`src/rtl/sseg_pkg.sv`:
```
// Shared types, constants and the hex-to-segment encoder for the seven-segment scan driver.
package sseg_pkg;

   typedef logic [3:0] sseg_digit_t;
   typedef logic [6:0] sseg_pattern_t;

   localparam int unsigned   SSEG_NUM_DIGITS = 8;
   localparam sseg_pattern_t SSEG_BLANK      = 7'h7F;
   localparam logic [31:0]   SSEG_DEC_MAX    = 32'd99_999_999;

   // Active-low pattern, bit 6 = segment a ... bit 0 = segment g.
   function automatic sseg_pattern_t sseg_encode(input sseg_digit_t d);
      case (d)
         4'h0:    return 7'b0000001;
         4'h1:    return 7'b1001111;
         4'h2:    return 7'b0010010;
         4'h3:    return 7'b0000110;
         4'h4:    return 7'b1001100;
         4'h5:    return 7'b0100100;
         4'h6:    return 7'b0100000;
         4'h7:    return 7'b0001111;
         4'h8:    return 7'b0000000;
         4'h9:    return 7'b0000100;
         4'hA:    return 7'b0001000;
         4'hB:    return 7'b1100000;
         4'hC:    return 7'b0110001;
         4'hD:    return 7'b1000010;
         4'hE:    return 7'b0110000;
         default: return 7'b0111000;
      endcase
   endfunction

endpackage

```
`src/rtl/bin2bcd_seq.sv`:
```
// Sequential 32-iteration double-dabble converter; done marks the edge that finishes the last
// iteration, with bcd carrying that final result combinationally.
module bin2bcd_seq
   import sseg_pkg::*;
(
   input  logic        clk,
   input  logic        rst,
   input  logic        start,
   input  logic [31:0] bin,
   output logic        busy,
   output logic        done,
   output logic [31:0] bcd
);

   typedef enum logic [0:0] {StIdle, StConvert} state_e;

   state_e      state_q;
   logic [31:0] shift_q;
   logic [31:0] acc_q;
   logic [4:0]  iter_q;
   logic [30:0] adj;

   // Top nibble only needs its low three bits: inputs are saturated below 10^8.
   always_comb begin
      adj = acc_q[30:0];
      for (int i = 0; i < SSEG_NUM_DIGITS - 1; i++) begin
         if (acc_q[4*i +: 4] >= 4'd5) adj[4*i +: 4] = acc_q[4*i +: 4] + 4'd3;
      end
      adj[30:28] = acc_q[30:28] + ((acc_q[31:28] >= 4'd5) ? 3'd3 : 3'd0);
   end

   assign bcd  = {adj, shift_q[31]};
   assign busy = (state_q == StConvert);
   assign done = busy && (iter_q == 5'd31);

   always_ff @(posedge clk) begin
      if (rst) begin
         state_q <= StIdle;
         shift_q <= '0;
         acc_q   <= '0;
         iter_q  <= '0;
      end else begin
         unique case (state_q)
            StIdle: begin
               if (start) begin
                  shift_q <= bin;
                  acc_q   <= '0;
                  iter_q  <= '0;
                  state_q <= StConvert;
               end
            end
            StConvert: begin
               acc_q   <= bcd;
               shift_q <= {shift_q[30:0], 1'b0};
               iter_q  <= iter_q + 5'd1;
               if (iter_q == 5'd31) state_q <= StIdle;
            end
            default: state_q <= StIdle;
         endcase
      end
   end

endmodule

```
`src/rtl/sseg_scan_driver.sv`:
```
// Captures a value as hex or decimal digits and scans them onto active-low segment/anode lines.
// Optional SSEG_BLANK_LEADING_ZEROS_EN blanks digits above the most significant non-zero one.
module sseg_scan_driver
   import sseg_pkg::*;
#(
   parameter int unsigned C_REFRESH_DIV   = 16,
   parameter bit          C_SWAP_SEGMENTS = 1'b0
) (
   input  logic        clk,
   input  logic        rst,
   input  logic        load,
   input  logic [31:0] value,
   input  logic        dec,
   output logic        busy,
   output logic        ovf,
   output logic [6:0]  segments,
   output logic [7:0]  anodes
);

   localparam int unsigned     CntW   = (C_REFRESH_DIV > 1) ? $clog2(C_REFRESH_DIV) : 1;
   localparam logic [CntW-1:0] CntMax = CntW'(C_REFRESH_DIV - 1);

   logic [CntW-1:0] refresh_q;
   logic [2:0]      index_q;
   logic [31:0]     digits_q, digits_d;
   logic            ovf_q;
   sseg_pattern_t   segments_q, segments_d;
   logic [7:0]      anodes_q, anodes_d;

   logic            conv_busy, conv_done;
   logic [31:0]     conv_bcd;
   logic            hex_load, dec_start;
   logic [31:0]     dec_value;

   assign hex_load  = load & ~dec & ~conv_busy;
   assign dec_start = load & dec & ~conv_busy;
   assign dec_value = (value > SSEG_DEC_MAX) ? SSEG_DEC_MAX : value;

   bin2bcd_seq u_bin2bcd (
      .clk   (clk),
      .rst   (rst),
      .start (dec_start),
      .bin   (dec_value),
      .busy  (conv_busy),
      .done  (conv_done),
      .bcd   (conv_bcd)
   );

   // hex_load and conv_done are exclusive: a hex load is only accepted while not converting.
   always_comb begin
      digits_d = digits_q;
      if (hex_load)       digits_d = value;
      else if (conv_done) digits_d = conv_bcd;
   end

`ifdef SSEG_BLANK_LEADING_ZEROS_EN
   logic [7:0] blank_q, blank_d;

   always_comb begin
      blank_d = 8'h00;
      for (int i = 1; i < SSEG_NUM_DIGITS; i++) begin
         blank_d[i] = ((digits_d >> (4 * i)) == 32'd0);
      end
   end

   always_ff @(posedge clk) begin
      if (rst) begin
         blank_q <= 8'hFE;
      end else if (hex_load || conv_done) begin
         blank_q <= blank_d;
      end
   end
`endif

   always_comb begin
      sseg_pattern_t pat;
      pat        = sseg_encode(digits_q[4*index_q +: 4]);
      segments_d = pat;
      if (C_SWAP_SEGMENTS) begin
         for (int b = 0; b < 7; b++) segments_d[b] = pat[6-b];
      end
      anodes_d = ~(8'b1 << index_q);
`ifdef SSEG_BLANK_LEADING_ZEROS_EN
      if (blank_q[index_q]) begin
         anodes_d   = 8'hFF;
         segments_d = SSEG_BLANK;
      end
`endif
   end

   always_ff @(posedge clk) begin
      if (rst) begin
         refresh_q  <= '0;
         index_q    <= '0;
         digits_q   <= '0;
         ovf_q      <= 1'b0;
         segments_q <= SSEG_BLANK;
         anodes_q   <= 8'hFF;
      end else begin
         digits_q   <= digits_d;
         segments_q <= segments_d;
         anodes_q   <= anodes_d;
         if (dec_start) ovf_q <= (value > SSEG_DEC_MAX);
         if (refresh_q == CntMax) begin
            refresh_q <= '0;
            index_q   <= index_q + 3'd1;
         end else begin
            refresh_q <= refresh_q + CntW'(1);
         end
      end
   end

   assign busy     = conv_busy;
   assign ovf      = ovf_q;
   assign segments = segments_q;
   assign anodes   = anodes_q;

endmodule

```
`config.mk`:
```
export PLATFORM = sky130hd
export DESIGN_NAME = sseg_scan_driver
export DESIGN_NICKNAME = d
export VERILOG_FILES = /design/src/rtl/sseg_pkg.sv /design/src/rtl/bin2bcd_seq.sv /design/src/rtl/sseg_scan_driver.sv
export SDC_FILE = /design/constraint.sdc
export NUM_CORES = 1
export LEC_CHECK = 0
export BUFFER_PORTS_ARGS = -buffer_cell sky130_fd_sc_hd__buf_2
export CAP_MARGIN = 10
export CELL_PAD_IN_SITES_DETAIL_PLACEMENT = 1
export CELL_PAD_IN_SITES_GLOBAL_PLACEMENT = 1
export CORE_UTILIZATION = 30
export CTS_BUF_LIST = sky130_fd_sc_hd__clkbuf_4 sky130_fd_sc_hd__clkbuf_8 sky130_fd_sc_hd__clkbuf_16
export DETAILED_ROUTE_END_ITERATION = 7
export PLACE_DENSITY_LB_ADDON = 0.1
export SYNTH_ARGS = -nofsm -noshare
export SYNTH_HDL_FRONTEND = slang
export SYNTH_HIERARCHICAL = 1
export SYNTH_SLANG_ARGS = --single-unit
export TNS_END_PERCENT = 50
```
`constraint.sdc`:
```
create_clock -name clk -period 3.4 [get_ports clk]
set_input_delay 0.68 -clock clk [delete_from_list [all_inputs] [get_ports clk]]
set_output_delay 0.68 -clock clk [all_outputs]
set_load 0.01 [all_outputs]
```
==> flow_summary.yaml <==
sta:
  finalWorstSetupSlack_ns: 0.774
  worstMarginPinSlew_ns: 0.842
  clock.fmax_mhz: 381
  tns_ns: 0
  period_share: 0.772
  maxSlewViolCount: 0
  finalSetupViolCount: 0
  relSlewSlack: 0.439
  period_needed_ns: 2.63
  rsz0062_at_grt: "no"
  skew_ns: 0.00865
  hold_viol: 0
logic_synthesis:
  yosysMostFrequentCell: "dfxtp_1"
  synthTopCellsByCount: "dfxtp_1, nor2_1, mux2i_1"
  ys_seq_elements: 125
  ys_warn_count: 6
  synth_top_flop_cell: "dfxtp_1"
  synth_top_area_frac: 0.384
  yosysSeqAreaShare: 0.384
  syn_inst: 728
  synthTopCellsByArea: "dfxtp_1, mux2i_1, nor2_1"
  syn-cell-area_um2: 6510
  ys_types: 55
  ys_async_sr_fraction: 0
  synth_edf_count: 0
  avgSynthCellArea_um2: 8.95
  synth_top_area_cell: "dfxtp_1"
final_layout:
  final_cells: 1057
  nFillCells: 2448
  antennaDiodeCount: 0
  drive_above_1_share: 0.157
  nets: 836
  area_delta_synth_final_pct: 17.0
cts:
  cts.sinks: 125
  cts_buffers: 17
  post_cts_resized: 0
  htree_levels: 4
  postCtsHoldBufs: 0
  post_cts_buffers: 0
  clk_path_buf_depth: 2
  insertion_delay_ns: 0.42
  clk_pin_slew_ns: 0.06
  cts_root_buf: "clkbuf_16"
  cts_tree: "done"
floorplan:
  coreArea_um2: 21200
  ios: 53
  dieArea_um2: 22300
  die_h_um: 149
  die-width_um: 149
  rows: 53
  start_util: 0.308
route:
  drt_wl_total_um: 17900
  drt_pass1_iterations: 4
  vias: 5225
  ant_nets: 0
  drtIter0Drc: 183
  route.detailed.wl_per_inst_um: 16.9
  drc: 0
  vias_per_cell: 4.94
worst_setup_path:
  critical_path.cell_chain: "mux4_2 -> mux2i_1 -> inv_1 -> ha_1 -> a2111oi_0 -> a211oi_1"
  path_buf_inv: 1
  critPathTopFamily: "multiplexers"
  crit_arrival_ns: 2.91
  worst-path-max-fanout: 8
  max_stage_delay_ns: 0.59
  critPathCaptureType: "register"
  critPathKind: "reg2reg"
  slowest_stage: "dfxtp_1"
  cp.required_ns: 3.68
  critPathLaunchType: "register"
global_route:
  busiest_layer: "met2"
  grt_pass1_vias: 5419
  grt_util_all_layers: 0.171
  grtUsageMet2: 0.287
  use_met3: 0.0367
  antenna_found_initial: 0
  grt_max_degree: 87
  gr-total-overflow: 0
  grt_util_met1: 0.219
  grt_first_pass_wirelength_um: 29100
pwr:
  switching_power_w: 0.000941
  power.internal_w: 0.00281
  leakage_nw: 2.94
  p_seq_frac: 0.420
  p_clk_frac: 0.486
  max-vdd-ir-drop_uv: 337
  combPwrFrac: 0.093
  power.density_nw_per_um2: 492
  swShare: 0.251
job:
  cap_violations: 0
placement:
  gp_congestion: 0.709
  io_buffers: 52
  dpl.hpwl_um: 12900
  dp.cells: 1025
  place_ws_ns: 0.440
worst_hold_path:
  hp-class: "reg2reg"
status:
  status: "finished, final reports clean"
[kinds of logic (layout without fill, tap and decap cells)]
logic type | after synthesis | count (layout) | share of synthesized area
AOI/OAI and AO/OA | 154 | 154 | 0.157
xor gates and xnor gates | 12 | 12 | 0.0161
adders and majority gates | 31 | 31 | 0.0607
buffers and inverters | 73 | 123 | 0.0523
DFF | 125 | 125 | 0.384
muxes | 90 | 90 | 0.151
other | 1 | 5 | 0.000576
and+or+nand+nor | 242 | 242 | 0.178
[registers in the layout, summed over array words and instances, names as in the netlist]
register           flops
refresh_q              4
u_bin2bcd/acc_q       32
ovf                    1
anodes                 8
u_bin2bcd/busy         1
u_bin2bcd/shift_q     32
digits_q              32
u_bin2bcd/iter_q       5
index_q                3
segments               7
[final cells by class]
type | count | area (µm²) | share of cell area
Timing Repair Buffer | 68 | 408 | 0.0535
Clock inverter | 11 | 116 | 0.0153
Inverter | 23 | 86.3 | 0.0113
Clock buffer | 21 | 474 | 0.0622
Tap cell | 275 | 344 | 0.0452
Multi-Input combinational cell | 534 | 3690 | 0.484
Sequential cell | 125 | 2500 | 0.329
[cell usage in the layout, fill, tap and decap left out, types with 4 or more instances in the layout]
| cell | Yosys | layout |
|---|---|---|
| a21oi_2 | 7 | 7 |
| clkinv_2 | 0 | 5 |
| nor3_1 | 5 | 5 |
| a22o_1 | 21 | 21 |
| and2_1 | 9 | 8 |
| a31oi_1 | 4 | 4 |
| a21oi_1 | 48 | 48 |
| o21ai_1 | 10 | 10 |
| clkbuf_16 | 0 | 17 |
| nand3_1 | 5 | 5 |
| nand2_1 | 27 | 27 |
| buf_2 | 14 | 51 |
| dfxtp_1 | 125 | 124 |
| nor2b_1 | 4 | 4 |
| nor3b_1 | 13 | 13 |
| inv_1 | 22 | 22 |
| mux2i_1 | 80 | 80 |
| a211oi_1 | 36 | 36 |
| nor2_1 | 124 | 124 |
| mux4_2 | 6 | 6 |
| xnor2_1 | 10 | 10 |
| nand2b_1 | 41 | 41 |
| conb_1 | 1 | 5 |
| buf_4 | 5 | 15 |
| ha_1 | 30 | 30 |
| o21ai_0 | 15 | 15 |
[tightest hold or removal path, stage by stage, from the launching register on]
cell and delay (ns):
dfxtp_1 0.32, a21oi_1 0.06, nor2_1 0.07
[power by group through the flow]
stage          Clock [W]  Combinational, W  Sequential (W)
2_1_floorplan          0          0.000242         0.00159
4_1_cts          0.00188          0.000357         0.00158
3_3_place_gp           0          0.000345         0.00161
6_report         0.00183          0.000349         0.00158
5_1_grt          0.00194          0.000392         0.00158
3_5_place_dp           0          0.000355         0.00161
[metrics by stage]
step	total power, W	utilization	hold slack (ns)	instance area (µm²)
6_report	0.00375	0.360	0.484	7620
2_1_floorplan	0.00184	-	0.440	6530
5_1_grt	0.00392	0.360	0.511	7620
3_3_place_gp	0.00195	0.332	0.457	7030
4_1_cts	0.00382	0.360	0.488	7620
3_5_place_dp	0.00197	0.332	0.479	7030
[path summary, 6_finish.rpt]
path,start,end,slack [ns],cells past startpoint
setup / recovery,index_q[0]$_SDFFE_PP0P_,segments[6]$_SDFF_PP1_,0.77,6
setup reg to reg,index_q[0]$_SDFFE_PP0P_,segments[6]$_SDFF_PP1_,0.77,6
hold / removal,u_bin2bcd/shift_q[14]$_SDFFE_PP0P_,u_bin2bcd/shift_q[15]$_SDFFE_PP0P_,0.48,2
hold reg to reg,u_bin2bcd/shift_q[14]$_SDFFE_PP0P_,u_bin2bcd/shift_q[15]$_SDFFE_PP0P_,0.48,2
[metal layers]
| metal | share of wire | up-vias | wire, µm |
|---|---|---|---|
| li1 | - | 2609 | - |
| met1 | 0.49 | 2560 | 8810 |
| met2 | 0.48 | 48 | 8560 |
| met3 | 0.019 | 8 | 331 |
| met4 | 0.0094 | 0 | 168 |
| met5 | 0 | - | 0 |
No activity file was read; power rests on OpenSTA's default activity.
